===== config.mk =====
export PLATFORM = sky130hd
export DESIGN_NAME = ca_code_gen_flat
export DESIGN_NICKNAME = d
export VERILOG_FILES = /design/src/rtl/ca_code_gen_if.sv /design/src/rtl/ca_code_gen.sv /design/src/flat_wrapper.sv
export SDC_FILE = /design/constraint.sdc
export NUM_CORES = 1
export LEC_CHECK = 0
export BUFFER_PORTS_ARGS = -buffer_cell sky130_fd_sc_hd__buf_2
export CAP_MARGIN = 40
export CORE_MARGIN = 2
export CORE_UTILIZATION = 29
export CTS_BUF_LIST = sky130_fd_sc_hd__clkbuf_2
export CTS_CLUSTER_SIZE = 10
export DETAILED_ROUTE_END_ITERATION = 12
export GPL_ROUTABILITY_DRIVEN = 0
export PLACE_DENSITY = 0.42
export RECOVER_POWER = 25
export REMOVE_ABC_BUFFERS = 1
export SYNTH_ARGS = -nofsm -noshare
export SYNTH_HDL_FRONTEND = slang
export SYNTH_SLANG_ARGS = --single-unit
export TNS_END_PERCENT = 50

===== constraint.sdc =====
create_clock -name clk_in -period 3.4 [get_ports clk_in]
set_input_delay 0.68 -clock clk_in [delete_from_list [all_inputs] [get_ports clk_in]]
set_output_delay 0.68 -clock clk_in [all_outputs]
set_load 0.02 [all_outputs]

===== src/rtl/ca_code_gen_if.sv =====
// -----------------------------------------------------------------------------
// ca_code_gen_if
// Groups the strobe, control and replica-output signals of one C/A code
// tracking channel.
//   master : drives chip_en, half_en, load, prn_sel; observes the replicas
//   slave  : the code generator itself
// Signals:
//   chip_en   one-cycle chip strobe (prescaler 0 deg pulse)
//   half_en   one-cycle half-chip strobe (prescaler 180 deg pulse)
//   load      synchronous restart, samples prn_sel
//   prn_sel   PRN number 1..32
//   early     replica chip, half a chip ahead of prompt
//   prompt    prompt replica chip
//   late      replica chip, half a chip behind prompt
//   chip_idx  index 0..1022 of the chip currently on early
//   epoch     one-cycle pulse when chip 0 enters early
//   prn_err   high while the latched PRN is invalid
// -----------------------------------------------------------------------------
interface ca_code_gen_if #(
   parameter int IDX_W = 10
);
   logic             chip_en;
   logic             half_en;
   logic             load;
   logic [5:0]       prn_sel;
   logic             early;
   logic             prompt;
   logic             late;
   logic [IDX_W-1:0] chip_idx;
   logic             epoch;
   logic             prn_err;

   modport master (
      output chip_en, half_en, load, prn_sel,
      input  early, prompt, late, chip_idx, epoch, prn_err
   );

   modport slave (
      input  chip_en, half_en, load, prn_sel,
      output early, prompt, late, chip_idx, epoch, prn_err
   );
endinterface


===== src/rtl/ca_code_gen.sv =====
// -----------------------------------------------------------------------------
// ca_code_gen
// GPS L1 C/A Gold-code generator for one tracking channel. Produces early,
// prompt and late replica chips at half-chip spacing, the code-phase index of
// the early chip and a 1 ms epoch strobe.
// Ports:
//   clk_in  system clock, all logic on posedge
//   rst     asynchronous active-high reset
//   bus     ca_code_gen_if.slave (strobes, load/prn_sel, replica outputs)
// Parameters:
//   DEFAULT_PRN  PRN latched at reset (1..32 valid)
//   IDX_W        width of chip_idx
// -----------------------------------------------------------------------------
module ca_code_gen #(
   parameter int DEFAULT_PRN = 1,
   parameter int IDX_W       = 10
) (
   input  logic          clk_in,
   input  logic          rst,
   ca_code_gen_if.slave  bus
);

   localparam int               CODE_LEN  = 1023;
   localparam logic [IDX_W-1:0] LAST_IDX  = IDX_W'(CODE_LEN - 1);
   localparam logic [5:0]       RESET_PRN = 6'(DEFAULT_PRN);
   localparam logic             RESET_ERR = (DEFAULT_PRN < 1) || (DEFAULT_PRN > 32);
   localparam logic [10:1]      LFSR_INIT = 10'h3FF;

   // LFSR stages numbered 1..10 to match the ICD; stage 10 is the output.
   logic [10:1]      g1_q, g1_d;
   logic [10:1]      g2_q, g2_d;
   logic [IDX_W-1:0] cnt_q, cnt_d;
   logic [5:0]       prn_q, prn_d;
   logic             prn_err_q, prn_err_d;
   logic             early_q, early_d;
   logic             prompt_q, prompt_d;
   logic             late_q, late_d;
   logic [IDX_W-1:0] chip_idx_q, chip_idx_d;
   logic             epoch_q, epoch_d;

   logic [3:0]       tap_a, tap_b;
   logic             g1_fb, g2_fb, code;

   // G2 phase-selector taps per PRN. Invalid PRNs get a harmless pair; their
   // output is masked by prn_err anyway.
   always_comb begin
      // NOTE: every combinational output gets a default first so no path
      // through the case leaves it unassigned and infers a latch.
      tap_a = 4'd1;
      tap_b = 4'd2;
      case (prn_q)
         6'd1:  begin tap_a = 4'd2; tap_b = 4'd6;  end
         6'd2:  begin tap_a = 4'd3; tap_b = 4'd7;  end
         6'd3:  begin tap_a = 4'd4; tap_b = 4'd8;  end
         6'd4:  begin tap_a = 4'd5; tap_b = 4'd9;  end
         6'd5:  begin tap_a = 4'd1; tap_b = 4'd9;  end
         6'd6:  begin tap_a = 4'd2; tap_b = 4'd10; end
         6'd7:  begin tap_a = 4'd1; tap_b = 4'd8;  end
         6'd8:  begin tap_a = 4'd2; tap_b = 4'd9;  end
         6'd9:  begin tap_a = 4'd3; tap_b = 4'd10; end
         6'd10: begin tap_a = 4'd2; tap_b = 4'd3;  end
         6'd11: begin tap_a = 4'd3; tap_b = 4'd4;  end
         6'd12: begin tap_a = 4'd5; tap_b = 4'd6;  end
         6'd13: begin tap_a = 4'd6; tap_b = 4'd7;  end
         6'd14: begin tap_a = 4'd7; tap_b = 4'd8;  end
         6'd15: begin tap_a = 4'd8; tap_b = 4'd9;  end
         6'd16: begin tap_a = 4'd9; tap_b = 4'd10; end
         6'd17: begin tap_a = 4'd1; tap_b = 4'd4;  end
         6'd18: begin tap_a = 4'd2; tap_b = 4'd5;  end
         6'd19: begin tap_a = 4'd3; tap_b = 4'd6;  end
         6'd20: begin tap_a = 4'd4; tap_b = 4'd7;  end
         6'd21: begin tap_a = 4'd5; tap_b = 4'd8;  end
         6'd22: begin tap_a = 4'd6; tap_b = 4'd9;  end
         6'd23: begin tap_a = 4'd1; tap_b = 4'd3;  end
         6'd24: begin tap_a = 4'd4; tap_b = 4'd6;  end
         6'd25: begin tap_a = 4'd5; tap_b = 4'd7;  end
         6'd26: begin tap_a = 4'd6; tap_b = 4'd8;  end
         6'd27: begin tap_a = 4'd7; tap_b = 4'd9;  end
         6'd28: begin tap_a = 4'd8; tap_b = 4'd10; end
         6'd29: begin tap_a = 4'd1; tap_b = 4'd6;  end
         6'd30: begin tap_a = 4'd2; tap_b = 4'd7;  end
         6'd31: begin tap_a = 4'd3; tap_b = 4'd8;  end
         6'd32: begin tap_a = 4'd4; tap_b = 4'd9;  end
         default: ;
      endcase
   end

   assign g1_fb = g1_q[3] ^ g1_q[10];
   assign g2_fb = g2_q[2] ^ g2_q[3] ^ g2_q[6] ^ g2_q[8] ^ g2_q[9] ^ g2_q[10];
   assign code  = g1_q[10] ^ g2_q[tap_a] ^ g2_q[tap_b];

   always_comb begin
      g1_d       = g1_q;
      g2_d       = g2_q;
      cnt_d      = cnt_q;
      prn_d      = prn_q;
      prn_err_d  = prn_err_q;
      early_d    = early_q;
      prompt_d   = prompt_q;
      late_d     = late_q;
      chip_idx_d = chip_idx_q;
      epoch_d    = 1'b0;

      if (bus.load) begin
         // Restart dominates both strobes.
         prn_d      = bus.prn_sel;
         prn_err_d  = (bus.prn_sel == 6'd0) || (bus.prn_sel > 6'd32);
         g1_d       = LFSR_INIT;
         g2_d       = LFSR_INIT;
         cnt_d      = '0;
         early_d    = 1'b0;
         prompt_d   = 1'b0;
         late_d     = 1'b0;
         chip_idx_d = '0;
      end else begin
         // Both strobes read pre-edge values, so a coincident chip_en and
         // half_en shift the whole early/prompt/late pipe consistently.
         if (bus.chip_en) begin
            early_d    = code & ~prn_err_q;
            chip_idx_d = cnt_q;
            epoch_d    = (cnt_q == '0);
            late_d     = prompt_q;
            if (cnt_q == LAST_IDX) begin
               // Forced reload keeps the code aligned even if an LFSR were
               // ever corrupted.
               cnt_d = '0;
               g1_d  = LFSR_INIT;
               g2_d  = LFSR_INIT;
            end else begin
               cnt_d = cnt_q + 1'b1;
               g1_d  = {g1_q[9:1], g1_fb};
               g2_d  = {g2_q[9:1], g2_fb};
            end
         end
         if (bus.half_en) begin
            prompt_d = early_q;
         end
      end
   end

   always_ff @(posedge clk_in or posedge rst) begin
      if (rst) begin
         g1_q       <= LFSR_INIT;
         g2_q       <= LFSR_INIT;
         cnt_q      <= '0;
         prn_q      <= RESET_PRN;
         prn_err_q  <= RESET_ERR;
         early_q    <= 1'b0;
         prompt_q   <= 1'b0;
         late_q     <= 1'b0;
         chip_idx_q <= '0;
         epoch_q    <= 1'b0;
      end else begin
         // NOTE: non-blocking assignments so every flop samples pre-edge
         // values regardless of statement order.
         g1_q       <= g1_d;
         g2_q       <= g2_d;
         cnt_q      <= cnt_d;
         prn_q      <= prn_d;
         prn_err_q  <= prn_err_d;
         early_q    <= early_d;
         prompt_q   <= prompt_d;
         late_q     <= late_d;
         chip_idx_q <= chip_idx_d;
         epoch_q    <= epoch_d;
      end
   end

   assign bus.early    = early_q;
   assign bus.prompt   = prompt_q;
   assign bus.late     = late_q;
   assign bus.chip_idx = chip_idx_q;
   assign bus.epoch    = epoch_q;
   assign bus.prn_err  = prn_err_q;

endmodule

===== src/flat_wrapper.sv =====
// flat-port wrapper written by rule: the top's interface ports become plain ports
module ca_code_gen_flat 
#(
   parameter int DEFAULT_PRN = 1,
   parameter int IDX_W       = 10
)
  (clk_in, rst, bus_chip_en, bus_half_en, bus_load, bus_prn_sel, bus_early, bus_prompt, bus_late, bus_chip_idx, bus_epoch, bus_prn_err);
  ca_code_gen_if #(.IDX_W(IDX_W)) bus_i ();
  input  logic clk_in;
  input  logic rst;
  input wire logic [$bits(bus_i.chip_en)-1:0] bus_chip_en;
  input wire logic [$bits(bus_i.half_en)-1:0] bus_half_en;
  input wire logic [$bits(bus_i.load)-1:0] bus_load;
  input wire logic [$bits(bus_i.prn_sel)-1:0] bus_prn_sel;
  output wire logic [$bits(bus_i.early)-1:0] bus_early;
  output wire logic [$bits(bus_i.prompt)-1:0] bus_prompt;
  output wire logic [$bits(bus_i.late)-1:0] bus_late;
  output wire logic [$bits(bus_i.chip_idx)-1:0] bus_chip_idx;
  output wire logic [$bits(bus_i.epoch)-1:0] bus_epoch;
  output wire logic [$bits(bus_i.prn_err)-1:0] bus_prn_err;
  assign bus_i.chip_en = bus_chip_en;
  assign bus_i.half_en = bus_half_en;
  assign bus_i.load = bus_load;
  assign bus_i.prn_sel = bus_prn_sel;
  assign bus_early = bus_i.early;
  assign bus_prompt = bus_i.prompt;
  assign bus_late = bus_i.late;
  assign bus_chip_idx = bus_i.chip_idx;
  assign bus_epoch = bus_i.epoch;
  assign bus_prn_err = bus_i.prn_err;
  ca_code_gen #(.DEFAULT_PRN(DEFAULT_PRN), .IDX_W(IDX_W)) u_core (.clk_in(clk_in), .rst(rst), .bus(bus_i));
endmodule

==> impl_metrics.py <==
metrics = {
    "min_path": {
        "timing.hold.worst.start": "bus_prn_sel[4]",
        "worst_hold_path.num_cells": 3,
        "hold_path.class": "in -> reg",
        "holdPathEnd": "u_core.prn_q[4]$_DFFE_PP0P_",
    },
    "setup_path": {
        "reg2reg_from": "u_core.prn_q[4]$_DFFE_PP0P_",
        "timing.critical_path.slowest_stage_cell": "sky130_fd_sc_hd__dfrtp_1",
        "timing_worst_setup_path_type": "reg -> reg",
        "cp_data_required_time_ns": 3.83,
        "critPathArrivalTime_ns": 3.39,
        "flop_to_flop_setup_slack_ns": 0.44,
        "timing.critical_path.fanout_max": 20,
        "worst_r2r_endpoint": "u_core.bus.early$_DFFE_PP0P_",
        "cp_top_family": "compound AO/OA/AOI/OAI gates",
        "critPathLaunchType": "flop",
        "critical_path.cell_chain": "and2_1 -> o21ai_1 -> a21oi_2 -> mux2i_1 -> o211a_2 -> or4_4 -> a2111oi_2 -> nand3b_1",
        "setup.worst_path.end_class": "flop",
        "max_stage_delay_ns": 0.88,
        "r2r.worst_path.cells": 8,
        "critical_path.n_buffers_inverters": 0,
    },
    "drt": {
        "route.detailed.wl_per_inst_um": 15.7,
        "route.final.wire_length_mm": 7.48,
        "viasPerCell": 5.19,
        "postRouteAntennaNets": 0,
        "dr_total_vias": 2477,
        "drt_pre_antenna_iters": 4,
        "initialDrtViolationCount": 113,
        "drc_errors": 0,
    },
    "sta": {
        "hold_viol": 0,
        "max_slew_margin_pct": 10.5,
        "tightest_slew_ns": 1.34,
        "slew_violations": 0,
        "grt_setup_unrepaired": "false",
        "timing.clock.skew_ns": 0.0180,
        "finalCriticalPeriod_ns": 2.96,
        "max_clock_freq_mhz": 338,
        "timing.setup.tns_ns": 0,
        "finalSetupViolations": 0,
        "post-route-period-util_pct": 87.0,
    },
    "layout": {
        "fraction_of_final_layout_cells_with_drive_strength_greater_than_1_pct": 22.9,
        "multiInputGateArea_um2": 1670,
        "final_cell_area_um2": 3420,
        "layout_fillers": 1107,
        "antenna_cells": 0,
        "area.sequential_um2": 1300,
        "nets": 354,
        "synthToLayoutAreaGrowth_pct": 9.18,
    },
    "power_and_ir_drop": {
        "total_switching_power_mw": 0.445,
        "post-layout-total-power_mw": 1.27,
        "switching_share_pct": 35.1,
        "comb_power_share_pct": 24.4,
        "seq_power_share_pct": 53.6,
        "internal-power_mw": 0.822,
        "maximum_vdd_ir_drop_mv": 0.138,
        "cellLeakagePower_nw": 1.44,
        "p_clk_share_pct": 22.0,
        "power_dens_cells_nw_per_um2": 370,
    },
    "die": {
        "rows": 37,
        "die_outline_area_um2": 11700,
        "die_w_um": 108,
        "io_pins": 26,
        "floorplan.initialDensity_pct": 30.1,
        "die_height_um": 108,
        "core_um2": 10400,
    },
    "clocking": {
        "clock_latency_ns": 0.46,
        "clock_tree.htree_level_count": 2,
        "clockRootBuffer": "sky130_fd_sc_hd__clkbuf_2",
        "cts_hold_buffers": 0,
        "cts-root-to-sink-buffers": 2,
        "cts_setup_buffers": 0,
        "tritoncts": "yes",
        "cts.repair.resized": 0,
        "clock_sinks": 51,
        "clk_pin_slew_ns": 0.30,
        "cts_inserted_buffers": 5,
    },
    "grt": {
        "grt_first_pass_wirelength_mm": 12.3,
        "first_global_vias": 2377,
        "grt_max_degree": 34,
        "globalRouteTotalUtil_pct": 13.5,
        "antenna_found_initial": 0,
        "global_route.overflow_total": 0,
    },
    "synthesis": {
        "synth_edf_count": 0,
        "yosys-top-cells-count": "sky130_fd_sc_hd__nor2_1 (31), sky130_fd_sc_hd__dfrtp_1 (30), sky130_fd_sc_hd__nand2_1 (22), sky130_fd_sc_hd__dfstp_2 (21), sky130_fd_sc_hd__o22a_1 (20)",
        "synth_compound_area_share_pct": 21.1,
        "async_flop_share_pct": 100,
        "yosys_register_bits": 51,
        "synth_sequential_area_ratio_pct": 41.6,
        "synth.mux.area_fraction_pct": 7.23,
        "synth_top_family_by_area": "compound AO/OA/AOI/OAI gates",
        "synthAdderAreaFrac_pct": 1.20,
        "post_synth_xor_area_fraction_pct": 5.87,
        "top_cell_type_by_total_area_after_synthesis": "sky130_fd_sc_hd__dfrtp_1",
        "post_synth_num_cell_types": 70,
        "ys_top_cells_by_area": "sky130_fd_sc_hd__dfrtp_1 (24%), sky130_fd_sc_hd__dfstp_2 (18%), sky130_fd_sc_hd__o22a_1 (5.6%)",
        "synthSimpleGateAreaFrac_pct": 17.8,
        "postSynth.topFlopCell": "sky130_fd_sc_hd__dfrtp_1",
        "avgSynthCellArea_um2": 9.67,
        "post_synth_inst_count": 324,
        "synth_top_area_share_pct": 24.0,
        "mappedNetlistArea_um2": 3130,
        "yosys_warnings": 0,
        "synth.most_common_cell": "sky130_fd_sc_hd__nor2_1",
    },
    "placed_design": {
        "placed_area_um2": 3380,
        "dp_hpwl_mm": 5.23,
        "port_buffers": 25,
    },
    "flow_run": {
        "max_cap_violations": 0,
    },
    "run_status": {
        "run_status": "finished, final reports clean",
    },
}
==> routing by layer <==
metal	track usage (%)	share of wire [%]	up-vias
li1	-	-	1210
met4	2.93	1.1	0
met2	21.9	48	47
met5	0	0	-
met3	2.65	3.1	9
met1	18.8	48	1211
==> worst reg2reg max path, delay by kind of cell, from the launching register on <==
kind	cells	cell delay, ns
DFF	1	0.88
AOI/OAI and AO/OA	4	1.04
muxes	1	0.13
and+or+nand+nor	3	0.89
==> through the flow <==
step           setup slack [ns]  util, %  instances  hold slack [ns]
2_1_floorplan             0.574        -        298            0.477
3_3_place_gp              0.482     32.4        469            0.500
5_1_grt                   0.213     32.9        477            0.422
4_1_cts                   0.453     32.9        477            0.289
6_report                  0.441     32.9        477            0.440
3_5_place_dp              0.492     32.4        469            0.508
==> power groups by stage <==
stage	Clock, mW	Combinational, mW	Sequential (mW)
5_1_grt	0.322	0.342	0.686
6_report	0.278	0.309	0.679
3_3_place_gp	0	0.313	0.689
3_5_place_dp	0	0.309	0.688
4_1_cts	0.293	0.311	0.679
2_1_floorplan	0	0.203	0.690
==> cell usage in the layout, fill, tap and decap left out, types with 7 or more instances in the layout <==
cell and instances:
sky130_fd_sc_hd__a21oi_1 7, sky130_fd_sc_hd__buf_2 24, sky130_fd_sc_hd__buf_4 10, sky130_fd_sc_hd__dfrtp_1 30, sky130_fd_sc_hd__dfstp_2 21, sky130_fd_sc_hd__inv_1 10
sky130_fd_sc_hd__mux2i_1 17, sky130_fd_sc_hd__nand2_1 22, sky130_fd_sc_hd__nor2_1 31, sky130_fd_sc_hd__nor2b_1 8, sky130_fd_sc_hd__o21ai_0 9, sky130_fd_sc_hd__o22a_1 20
sky130_fd_sc_hd__xnor2_1 9, sky130_fd_sc_hd__xor2_1 12
==> logic make-up (layout without fill, tap and decap cells) <==
| family | after synthesis | count (layout) |
|---|---|---|
| flops | 51 | 51 |
| fa+ha+maj | 3 | 3 |
| compound gates | 87 | 87 |
| buf+inv | 36 | 53 |
| xor+xnor | 21 | 21 |
| mux | 22 | 22 |
| simple gates | 104 | 104 |
==> cell type report <==
class	instances	share of cell area (%)
Multi-Input combinational cell	237	48.7
Sequential cell	51	38.1
Timing Repair Buffer	35	5.81
Tap cell	136	4.97
Inverter	10	1.10
Clock buffer	5	0.731
Clock inverter	3	0.658
==> registers in the layout (all words and copies together), names as in the netlist <==
register and flops:
u_core.bus.chip_idx 10, u_core.cnt_q 10, u_core.g1_q 10, u_core.g2_q 10
u_core.prn_q 6, u_core.bus.early 1, u_core.bus.epoch 1, u_core.bus.late 1
u_core.bus.prn_err 1, u_core.bus.prompt 1
==> worst max path at each step <==
| stage | cells after the start | slack, ns | from | end |
|---|---|---|---|---|
| 5_1_grt | 8 | 0.21 | u_core.prn_q[4]$_DFFE_PP0P_ | u_core.bus.early$_DFFE_PP0P_ |
| 6_report | 8 | 0.44 | u_core.prn_q[4]$_DFFE_PP0P_ | u_core.bus.early$_DFFE_PP0P_ |
| 3_3_place_gp | 8 | 0.48 | u_core.prn_q[4]$_DFFE_PP0P_ | u_core.bus.early$_DFFE_PP0P_ |
| 3_5_place_dp | 8 | 0.49 | u_core.prn_q[4]$_DFFE_PP0P_ | u_core.bus.early$_DFFE_PP0P_ |
| 2_1_floorplan | 8 | 0.57 | u_core.prn_q[3]$_DFFE_PP0P_ | u_core.bus.early$_DFFE_PP0P_ |
| 4_1_cts | 8 | 0.45 | u_core.prn_q[4]$_DFFE_PP0P_ | u_core.bus.early$_DFFE_PP0P_ |
Note: power is estimated with default switching activity, not from simulation.
